==> src/rtl/fb_pkg.sv <==
// fb_pkg: shared types and default geometry for the framebuffer pixel write stage.
package fb_pkg;
   localparam int CORDW_D = 10;
   localparam int COLRW_D = 4;
   localparam int ADDRW_D = 17;
   localparam int H_RES_D = 320;
   localparam int V_RES_D = 240;
   typedef logic [CORDW_D-1:0] coord_t;
   typedef logic [COLRW_D-1:0] colr_t;
   typedef logic [ADDRW_D-1:0] fb_addr_t;
   typedef struct packed {
      fb_addr_t addr;
      colr_t    colr;
   } fb_pixel_t;
endpackage

==> src/rtl/fb_pixel_fifo.sv <==
// fb_pixel_fifo: DEPTH-entry synchronous FIFO of fb_pixel_t with async active-low reset and occupancy count.
module fb_pixel_fifo
   import fb_pkg::*;
#(
   parameter int DEPTH = 4
) (
   input  logic                     clk,
   input  logic                     rst_n,
   input  logic                     push,
   input  fb_pixel_t                din,
   input  logic                     pop,
   output fb_pixel_t                dout,
   output logic                     empty,
   output logic                     full,
   output logic [$clog2(DEPTH):0]   count
);
   localparam int AW = $clog2(DEPTH);
   fb_pixel_t mem [DEPTH];
   logic [AW:0] wr_ptr, rd_ptr;
   logic do_push, do_pop;
   // Extra pointer MSB separates full from empty when the index bits match.
   always_comb begin
      empty   = wr_ptr == rd_ptr;
      full    = (wr_ptr[AW] != rd_ptr[AW]) && (wr_ptr[AW-1:0] == rd_ptr[AW-1:0]);
      count   = wr_ptr - rd_ptr;
      do_push = push && !full;
      do_pop  = pop && !empty;
      dout    = mem[rd_ptr[AW-1:0]];
   end
   always_ff @(posedge clk)
      if (do_push) mem[wr_ptr[AW-1:0]] <= din;
   always_ff @(posedge clk or negedge rst_n)
      if (!rst_n) begin
         wr_ptr <= '0;
         rd_ptr <= '0;
      end else begin
         if (do_push) wr_ptr <= wr_ptr + 1'b1;
         if (do_pop) rd_ptr <= rd_ptr + 1'b1;
      end
endmodule

==> src/rtl/fb_pixel_write.sv <==
// fb_pixel_write: turns drawer pixels into linear framebuffer writes through S1 and a FIFO, back-pressuring via oe.
// Define FB_PIXEL_CLIP_EN to drop off-screen pixels and expose the saturating clip_cnt counter.
module fb_pixel_write
   import fb_pkg::*;
#(
   parameter int CORDW = CORDW_D,
   parameter int COLRW = COLRW_D,
   parameter int H_RES = H_RES_D,
   parameter int V_RES = V_RES_D,
   parameter int ADDRW = ADDRW_D,
   parameter int DEPTH = 4
) (
   input  logic             clk,
   input  logic             rst_n,
   input  logic             drawing,
   input  logic [CORDW-1:0] x,
   input  logic [CORDW-1:0] y,
   input  logic [COLRW-1:0] colr,
   output logic             oe,
   output logic             fb_we,
   output logic [ADDRW-1:0] fb_addr,
   output logic [COLRW-1:0] fb_colr,
   input  logic             fb_ready,
   output logic             busy
`ifdef FB_PIXEL_CLIP_EN
   ,
   output logic [15:0]      clip_cnt
`endif
);
   localparam int AW = $clog2(DEPTH);
   logic run, s1_valid, in_range, accept, empty, full;
   logic [AW:0] count;
   logic [ADDRW-1:0] addr;
   fb_pixel_t s1_pix, head;
   always_comb begin
      addr = ADDRW'(y) * ADDRW'(H_RES) + ADDRW'(x);
`ifdef FB_PIXEL_CLIP_EN
      in_range = (32'(x) < H_RES) && (32'(y) < V_RES);
`else
      in_range = 1'b1;
`endif
      accept  = drawing && in_range;
      // run holds oe low through reset and releases it on the first edge after.
      oe      = run && !full && ((32'(count) + 32'(s1_valid)) < DEPTH);
      fb_we   = !empty;
      fb_addr = ADDRW'(head.addr);
      fb_colr = COLRW'(head.colr);
      busy    = s1_valid || (count != '0);
   end
   always_ff @(posedge clk or negedge rst_n)
      if (!rst_n) begin
         run      <= 1'b0;
         s1_valid <= 1'b0;
         s1_pix   <= '0;
      end else begin
         run      <= 1'b1;
         s1_valid <= accept;
         if (accept) s1_pix <= '{addr: fb_addr_t'(addr), colr: colr_t'(colr)};
      end
`ifdef FB_PIXEL_CLIP_EN
   always_ff @(posedge clk or negedge rst_n)
      if (!rst_n) clip_cnt <= '0;
      else if (drawing && !in_range && clip_cnt != 16'hFFFF) clip_cnt <= clip_cnt + 16'd1;
`endif
   fb_pixel_fifo #(.DEPTH(DEPTH)) u_fifo (
      .clk   (clk),
      .rst_n (rst_n),
      .push  (s1_valid),
      .din   (s1_pix),
      .pop   (fb_we && fb_ready),
      .dout  (head),
      .empty (empty),
      .full  (full),
      .count (count)
   );
endmodule

==> config.mk <==
export PLATFORM = sky130hd
export DESIGN_NAME = fb_pixel_write
export DESIGN_NICKNAME = d
export VERILOG_FILES = /design/src/rtl/fb_pkg.sv /design/src/rtl/fb_pixel_fifo.sv /design/src/rtl/fb_pixel_write.sv
export SDC_FILE = /design/constraint.sdc
export NUM_CORES = 1
export LEC_CHECK = 0
export ABC_CLOCK_PERIOD_IN_PS = 5800
export CORE_ASPECT_RATIO = 0.9
export CORE_MARGIN = 2
export CORE_UTILIZATION = 45
export CTS_BUF_LIST = sky130_fd_sc_hd__clkbuf_8
export CTS_CLUSTER_SIZE = 14
export DETAILED_ROUTE_END_ITERATION = 10
export DONT_BUFFER_PORTS = 1
export HOLD_SLACK_MARGIN = 0.06
export SLEW_MARGIN = 40
export SYNTH_ARGS = -nofsm -noshare
export SYNTH_HDL_FRONTEND = slang
export SYNTH_HIERARCHICAL = 1
export SYNTH_SLANG_ARGS = --single-unit
export TNS_END_PERCENT = 5
==> constraint.sdc <==
create_clock -name clk -period 5.8 [get_ports clk]
set_input_delay 0.87 -clock clk [delete_from_list [all_inputs] [get_ports clk]]
set_output_delay 0.87 -clock clk [all_outputs]
set_load 0.01 [all_outputs]
-- Word-level counts from Yosys, hierarchy flattened
Memories as Yosys holds them, arrays and structs flattened.
Index checks and enable logic that the tools add are counted.
W data, S select, Z words.
- bits in read-only memories: 0
- word-level logic and storage cells: 29
- input port bits: 28
- register bits after elaboration: 29
- bits in writable memories: 84
- output and inout bits: 24
- latch bits: 0
- memories: 1
- memories (name ; depth ; width ; read ports ; clocked after memory_dff ; wr ports ; line ; text):
    u_fifo.mem ; 4 ; 21 ; 1 ; 0 ; 1 ; fb_pixel_fifo.sv:18 ; fb_pixel_t mem [DEPTH];
- multiply operators: 1
- divide/modulo/power cells: 0
- reductions and logical operators: 10
- shifts and indexed selects: 0
- $add $sub $neg: 5
- bitwise operators: 0
- mux-type cells: 2
- equality and inequality tests: 3
- $lt $le $gt $ge: 1
- operator list (operator ; count):
    $add A17 B10 Y17 ; 1
    $mul A10 B3 Y11 const B ; 1
    $add A3 B1 Y3 const B ; 2
    $logic_and A1 B1 Y1 ; 6
    $add A3 B1 Y4 ; 1
    $lt A4 B3 Y1 const B ; 1
    $eq A3 B3 Y1 ; 1
    $reduce_bool A3 Y1 ; 1
    $sub A3 B3 Y3 ; 1
    $eq A2 B2 Y1 ; 1
    $logic_not A1 Y1 ; 2
    $mux W1 ; 2
    $logic_or A1 B1 Y1 ; 1
    $ne A1 B1 Y1 ; 1

-- Longest topological paths before layout
Gate-level depths: netlist of the first run.
- depth after elaboration: 6
- mapped depth: 9
- gate-level depth less buffers: 9

-- Cells and area by module
Netlist of the first run, hierarchy kept.
- modules (own cells, without submodules) (module ; cells each ; area an instance (sq um) ; instances ; sequential area each (sq um)):
    fb_pixel_fifo ; 154 ; 3479.6 ; 1 ; 2672.6
    fb_pixel_write ; 151 ; 1617.8 ; 1 ; 575.6

-- Worst setup path before layout of the first run
OpenSTA, ideal clock, no wires.
- path type: input to register
- start: input port y[1]
- end: register s1_pix[20] in the netlist's numbering
- required time: 5.662 ns
- path slack: 2.712 ns
- path buffers: 0
- data arrival time: 2.950 ns
- setup time: 0.138 ns
- stages: 9
- cell sequence: ha_1 ha_1 fa_1 a211oi_2 nor2_1 nor4_2 nand4_2 mux2i_1 o2111ai_1
- word-level cells in the longest chain between the ends: 2
- RTL lines (what ; line ; text):
    from (decl) ; fb_pixel_write.sv:17 ; input logic [CORDW-1:0] y,
    $mul A10 B3 Y11 ; fb_pixel_write.sv:36 ; addr = ADDRW'(y) * ADDRW'(H_RES) + ADDRW'(x);
    $add A17 B10 Y17 ; fb_pixel_write.sv:36 ;
    to (signal assigned) ; fb_pixel_write.sv:58 ; if (accept) s1_pix <= '{addr: fb_addr_t'(addr), colr: colr_t'(colr)};
    to (decl) ; fb_pixel_write.sv:34 ; fb_pixel_t s1_pix, head;
No other way between the ends.
A chain may end at the register's enable or synchronous reset.

-- Worst setup path in the final report of the first run
- start: register u_fifo.rd_ptr[0]
- end: output port busy
- word-level cells in the longest chain between the ends: 3
- RTL lines (what ; line ; text):
    from (decl) ; fb_pixel_fifo.sv:19 ; logic [AW:0] wr_ptr, rd_ptr;
    from (signal assigned) ; fb_pixel_fifo.sv:38 ; if (do_pop) rd_ptr <= rd_ptr + 1'b1;
    $sub A3 B3 Y3 ; fb_pixel_fifo.sv:25 ; count = wr_ptr - rd_ptr;
    via count[2] ; fb_pixel_write.sv:32 ; logic [AW:0] count;
    $reduce_bool A3 Y1 ; fb_pixel_write.sv:48 ; busy = s1_valid || (count != '0);
    $logic_or A1 B1 Y1 ; fb_pixel_write.sv:48 ;
    to (decl) ; fb_pixel_write.sv:24 ; output logic busy
The timed path passes the listed nets, and every way through them passes these cells.

==> results of run 1 <==
## path summary, 6_finish.rpt
kind / slack, ns / to / start / cells after the start
hold / removal: 0.15 / s1_pix[4] / rst_n / 0
setup / recovery: 2.43 / busy / u_fifo/rd_ptr[0] / 6
min in group clk: 0.50 / s1_valid / drawing / 0
max in group asynchronous: 5.56 / u_fifo/rd_ptr[1] / rst_n / 0
hold reg to reg: 0.51 / u_fifo/mem[0][0] / s1_pix[0] / 0
setup reg to reg: 3.49 / u_fifo/mem[1][10] / u_fifo/rd_ptr[1] / 5
## registers in the layout, summed over array words and instances (netlist names)
name           flops
u_fifo/rd_ptr      3
s1_valid           1
u_fifo/mem        84
u_fifo/wr_ptr      3
run                1
s1_pix            21
## kinds of logic after synthesis
kind of cell    Yosys count  share of synthesized area, %
compound gates           33                          5.08
xor+xnor                 14                          2.55
buf+inv                  23                          1.84
other cells               1                        0.0736
flops                   113                          63.7
fa+ha+maj                29                          7.56
simple gates             50                          5.15
mux                      42                          14.0
## per-stage QoR
step / cells / power, W / hold slack (ns)
2_1_floorplan: 305 / 0.00187 / 0.472
3_3_place_gp: 455 / 0.00205 / 0.494
4_1_cts: 487 / 0.00273 / 0.123
6_report: 487 / 0.00269 / 0.146
5_1_grt: 487 / 0.00286 / 0.116
3_5_place_dp: 455 / 0.00207 / 0.500
## cells in the final DEF (no fill, tap or decap), drive strengths merged, types with 2 or more instances in the layout
| cell type | synthesis | routed |
|---|---|---|
| or4 | 2 | 2 |
| a211oi | 5 | 5 |
| mux2 | 19 | 19 |
| inv | 16 | 21 |
| a21o | 2 | 2 |
| o21ba | 2 | 2 |
| or3 | 2 | 2 |
| a21oi | 5 | 5 |
| dfrtp | 29 | 29 |
| mux2i | 2 | 2 |
| nor2b | 4 | 4 |
| mux4 | 21 | 21 |
| nor3 | 2 | 2 |
| clkinv | 0 | 5 |
| and3 | 4 | 4 |
| xor2 | 6 | 6 |
| buf | 4 | 5 |
| o211ai | 2 | 2 |
| nand2 | 13 | 13 |
| a31oi | 2 | 2 |
| ha | 26 | 26 |
| clkbuf | 3 | 21 |
| o21ai | 10 | 10 |
| xnor2 | 8 | 8 |
| nor2 | 16 | 16 |
| fa | 3 | 3 |
| edfxtp | 84 | 84 |
| o2111ai | 3 | 3 |
## area by class of cell
| type | count | area (um2) |
|---|---|---|
| clock buffers | 21 | 289 |
| clock inverters | 11 | 73.8 |
| fillers | 903 | 5290 |
| inverters | 16 | 60.1 |
| multi-input cells | 169 | 1760 |
| flip-flops and latches | 113 | 3250 |
| well taps | 152 | 190 |
| repair buffers | 5 | 37.5 |
## power by group
group / internal [W] / total (W) / switching, W
clock: 0.000372 / 0.000654 / 0.000282
sequential: 0.00111 / 0.00123 / 0.000121
combinational: 0.000358 / 0.000799 / 0.000441
total: 0.00184 / 0.00269 / 0.000844
## per-layer routing
layer | wire (um) | vias to the layer above | share of wire (%)
met3 | 524 | 9 | 6.1
li1 | - | 1200 | -
met2 | 4010 | 60 | 46
met5 | 0 | - | 0
met1 | 4020 | 1327 | 46
met4 | 89 | 0 | 1.0
## worst max-delay path, stage by stage, from the launching register on
cell,delay (ns)
dfrtp_1,0.32
buf_4,0.42
ha_1,0.24
inv_1,0.05
fa_1,0.37
xnor2_1,0.15
or4_1,0.54
==> metrics.txt, run 1 <==
result of the run finished clean; Total Die Area 12200 um2; H-tree Lvls 4; Worst-path clk slew 0.07 ns; Synth Net Count 362; layout cell share with drive strength beyond 1 25.7%; Setup Total Neg Slack 0 ns; hold-fix buffer count after cts 0; Tcrit/Tclk final 58.1%; placed cell areas 5290 um2; Post-synth EDFFs 84; Placer Congestion 0.745; # Post-CTS Setup Buffers 0; latest clock arrival within the worst-skew pair 0.41 ns; Final Util 51.7%; crit-path max FO 24; sequential-to-total area share from yosys stat 63.7%; port bufs 0; clock skew 0.00942 ns; Worst Path Required 4.93 ns; CTS tree yes; CP Launch Type flip-flop; Leakage Power 2.13 nW; Hold Crit Class in -> async; synth warn 6; count leader, synth edfxtp_1; kind of end point of the critical path output port; first-pass GRT wire length 13900 um; met1 usage 21.1%; root buf cell clkbuf_8; Final setup viols 0; GR Util All Layers 15.5%; grt met3 use 5.97%; Max-Slew Margin vs Limit 58.5%; unrepaired setup endpoints after global routing false; VDD IR-drop max 311 uV; die width 116 um; Starting Density 46.6%; post-synth top area cell edfxtp_1; Final HPWL DP 5510 um; ANT cells 0; number of core rows 36; CTS Buf Count 17; Vias/cell 5.33; flip-flop and latch count after synthesis 113; final instance area 5660 um2; number of max-cap violations 0; post-layout min period 3.37 ns; Final ANT Viol Nets 0; # clock sinks 113; busiest layer in global routing met2; synth top area cells edfxtp_1, dfrtp_1, mux4_2, ha_1, mux2_2; Setup WS post-layout 2.43 ns; Post-synth ARST share 25.7%; class of the most critical setup path reg -> out; vias in the first global route 2609; grt total ovfl 0; Post-Place Setup Slack 2.56 ns; final hold vios 0; Worst Path Arrival 2.50 ns; Resize count post-CTS 0; initial antenna violation count 0; Syn Std Cell Area 5100 um2; P&R area growth vs syn 10.9%; grt met2 use 23.1%; top achievable clock speed 297 MHz; average cell area after synthesis 16.7 um2; Gate Count Post-Synth 305; post-synthesis cell type count 48; Synth top area share 49.5%; Worst-Margin Slew 0.622 ns; die height 105 um; DR vias 2596; Clock Path Buffers 2; pwr dens 475 nW/um2; largest net degree at the start of global routing 30; ys flop type edfxtp_1; I/O Pins 52; Initial DRT Pass Iterations 5; final WL 8650 um; synth cell count leaders edfxtp_1, dfrtp_1, ha_1, mux4_2, mux2_2; DRT iter0 DRCs 125; core area 10900 um2; Final #Nets 379; Remaining DRCs 0; Slew Limit Fails 0; Routed WL per cell 17.8 um
Power figures use the tool's default switching activity.
==> run 2, diff against run 1 <==
- ABC_AREA: unset -> 1
- ABC_CLOCK_PERIOD_IN_PS: 5800 -> 2700
- clock period: 5.8 -> 2.7 ns (I/O delays scaled with it)
==> metrics.txt, run 2 <==
Final ANT Viol Nets 0 (unchanged); main combinational cell family by area after synthesis simple AND/OR/NAND/NOR gates; Max-Slew Margin vs Limit 49.4% (-9.1 points); P&R area growth vs syn 12.3%; Initial DRT Pass Iterations 4 (-1); WP buf/inv 2 (unchanged); number of core rows 37 (+2.8%); ANT cells 0 (unchanged); Final setup viols 0 (unchanged); clock skew 0.0118 ns (+0.00241 ns); Worst-path clk slew 0.07 ns (about the same); max FFs per register 84 (unchanged); Worst Path Required 2.30 ns (-2.63 ns); post-synthesis cell type count 34 (-29%); largest net degree at the start of global routing 46 (+53%); Post-synth EDFFs 84 (unchanged); Total Die Area 12600 um2 (+3.2%); CP Cell Sequence inv_2 > ha_1 > inv_1 > fa_1 > xor2_1 > or4_4; class of the most critical setup path reg -> out; Cells after DPL 639 (+40%); Worst Path Arrival 2.17 ns (-0.33 ns); CP Launch Type flip-flop; leading cell type in the layout, fill and taps excluded nand2_1; Syn Std Cell Area 5270 um2 (+3.4%); Slew Limit Fails 0 (unchanged); Synth top area share 47.9% (-1.6 points); Gate Count Post-Synth 491 (+61%); Worst-Margin Slew 0.758 ns (+0.136 ns); Leakage Power 2.46 nW (+16%); Starting Density 46.1% (-0.49 points); port bufs 0 (unchanged); mux contribution to synthesized area 0% (-14 points); die height 107 um (+1.6%); Placer Congestion 0.766 (+2.9%); post-synth top area cell edfxtp_1; Vias/cell 4.96 (-6.9%); Final #Nets 562 (+48%); crit-path max FO 4 (-83%); number of max-cap violations 0 (unchanged); CP delay by family, top adder cells; # clock sinks 113 (unchanged); Final HPWL DP 6400 um (+16%); post-layout min period 2.57 ns; final hold vios 0 (unchanged); CTS tree yes; flip-flop and latch count after synthesis 113 (unchanged); synth warn 6 (unchanged); pwr dens 1040 nW/um2 (+120%); Hold Crit Class in -> reg; latest clock arrival within the worst-skew pair 0.41 ns (about the same); final std cells w/o fill 674 (+38%); unrepaired setup endpoints after global routing false; H-tree Lvls 4 (unchanged); sequential-to-total area share from yosys stat 61.6% (-2.1 points); average cell area after synthesis 10.7 um2 (-36%); layout cell share with drive strength beyond 1 12.2% (-14 points); synthesized-area fraction occupied by xor and xnor cells 1.33% (-1.2 points); root buf cell clkbuf_8; first-pass GRT wire length 17600 um (+27%); Post-synth ARST share 25.7% (unchanged); critical path's largest stage delay 0.50 ns (-0.04 ns); kind of end point of the critical path output port; DR vias 3346 (+29%); top achievable clock speed 389 MHz; core area 11400 um2 (+4.5%); die width 118 um (+1.6%); result of the run finished clean; VDD IR-drop max 417 uV (+34%); Max stage delay cell, worst path or4_4; GR Util All Layers 18.0% (+2.6 points); most frequent cells in the layout nand2_1, edfxtp_1, nor2_1, o21ai_0, inv_1; Clock Path Buffers 2 (unchanged); post-synthesis simple-gate area fraction 16.6% (+11 points); post-synthesis adder-cell area fraction 7.31% (-0.25 points); Synth Area in Compound Gates 8.07% (+3.0 points); Routed WL per cell 15.3 um (-14%); grt total ovfl 0 (unchanged); CTS Buf Count 17 (unchanged); DRT iter0 DRCs 236 (+89%); initial antenna violation count 0 (unchanged); count leader, synth nand2_1; ys flop type edfxtp_1; Tcrit/Tclk final 95.2%; synth top area cells edfxtp_1, dfrtp_1, nand2_1, ha_1, o21ai_0; vias in the first global route 3468 (+33%); Setup Total Neg Slack 0 ns (unchanged); I/O Pins 52 (unchanged); synth cell count leaders nand2_1, edfxtp_1, nor2_1, o21ai_0, inv_1; Remaining DRCs 0 (unchanged); Synth Net Count 548 (+51%); final WL 10300 um (+19%)
-- run 2: cells by family after synthesis --
kind of cell,Yosys count
AO/OA/AOI/OAI,78
adder cells (fa/ha/maj),29
other,1
XOR/XNOR,8
buffers and inverters,59
flip-flops,113
AND/OR/NAND/NOR,203
-- run 2: path summary, 6_finish.rpt --
check | startpoint | endpoint | slack (ns) | cells past startpoint
setup / recovery | u_fifo/wr_ptr[0] | busy | 0.13 | 6
hold / removal | colr[1] | s1_pix[1] | 0.10 | 2
setup reg to reg | u_fifo/wr_ptr[0] | u_fifo/mem[1][11] | 0.80 | 8
hold reg to reg | s1_pix[0] | u_fifo/mem[0][0] | 0.52 | 0
max in group asynchronous | rst_n | s1_pix[15] | 2.06 | 2
min in group asynchronous | rst_n | s1_pix[8] | 0.46 | 2
-- run 2: per-stage QoR --
step           util, %  cell area (um2)  worst slack [ns]  power (W)  hold slack (ns)
2_1_floorplan        -             5270             0.228    0.00398            0.109
5_1_grt           51.7             5920           0.00675    0.00657           0.0716
3_5_place_dp      47.5             5430             0.282    0.00448            0.111
4_1_cts           51.7             5910           0.00753    0.00620           0.0725
3_3_place_gp      47.5             5430             0.330    0.00442            0.111
6_report          51.7             5920             0.130    0.00614            0.104
-- run 2: final cells by class --
class / instances / area [um2]
inverter: 42 / 160
clock buffer: 18 / 248
clock inverter: 14 / 191
fill: 1048 / 5520
tap: 156 / 195
sequential: 113 / 3250
multi-input combinational: 319 / 1770
timing repair buffer: 12 / 108
-- run 2: power by group --
| group | internal (W) | switching, W |
|---|---|---|
| Sequential | 0.00233 | 0.000170 |
| Combinational | 0.000575 | 0.00136 |
| Clock | 0.00103 | 0.000674 |
-- run 2: metal layers --
metal / up-vias / wire, um / track usage (%) / share of wire (%)
met1: 1586 / 5000 / 23.8 / 48
met4: 0 / 0 / 4.99 / 0
met2: 56 / 4970 / 28.9 / 48
met3: 0 / 337 / 5.69 / 3.3
met5: - / 0 / 0 / 0
li1: 1704 / - / - / -
-- run 2: worst register-to-register path: cells and delay by family, from the launching register on --
family | cells | cell delay, ns
adder cells (fa/ha/maj) | 1 | 0.31
buffers and inverters | 3 | 0.49
flip-flops | 1 | 0.41
AND/OR/NAND/NOR | 4 | 0.35
-- run 2: timing repair --
action	CTS	global route
hold buffers	3	0
endpoints found under the setup margin	0	2
setup buffers	0	0
gates resized for setup	0	2
endpoints found under the hold margin	31	0
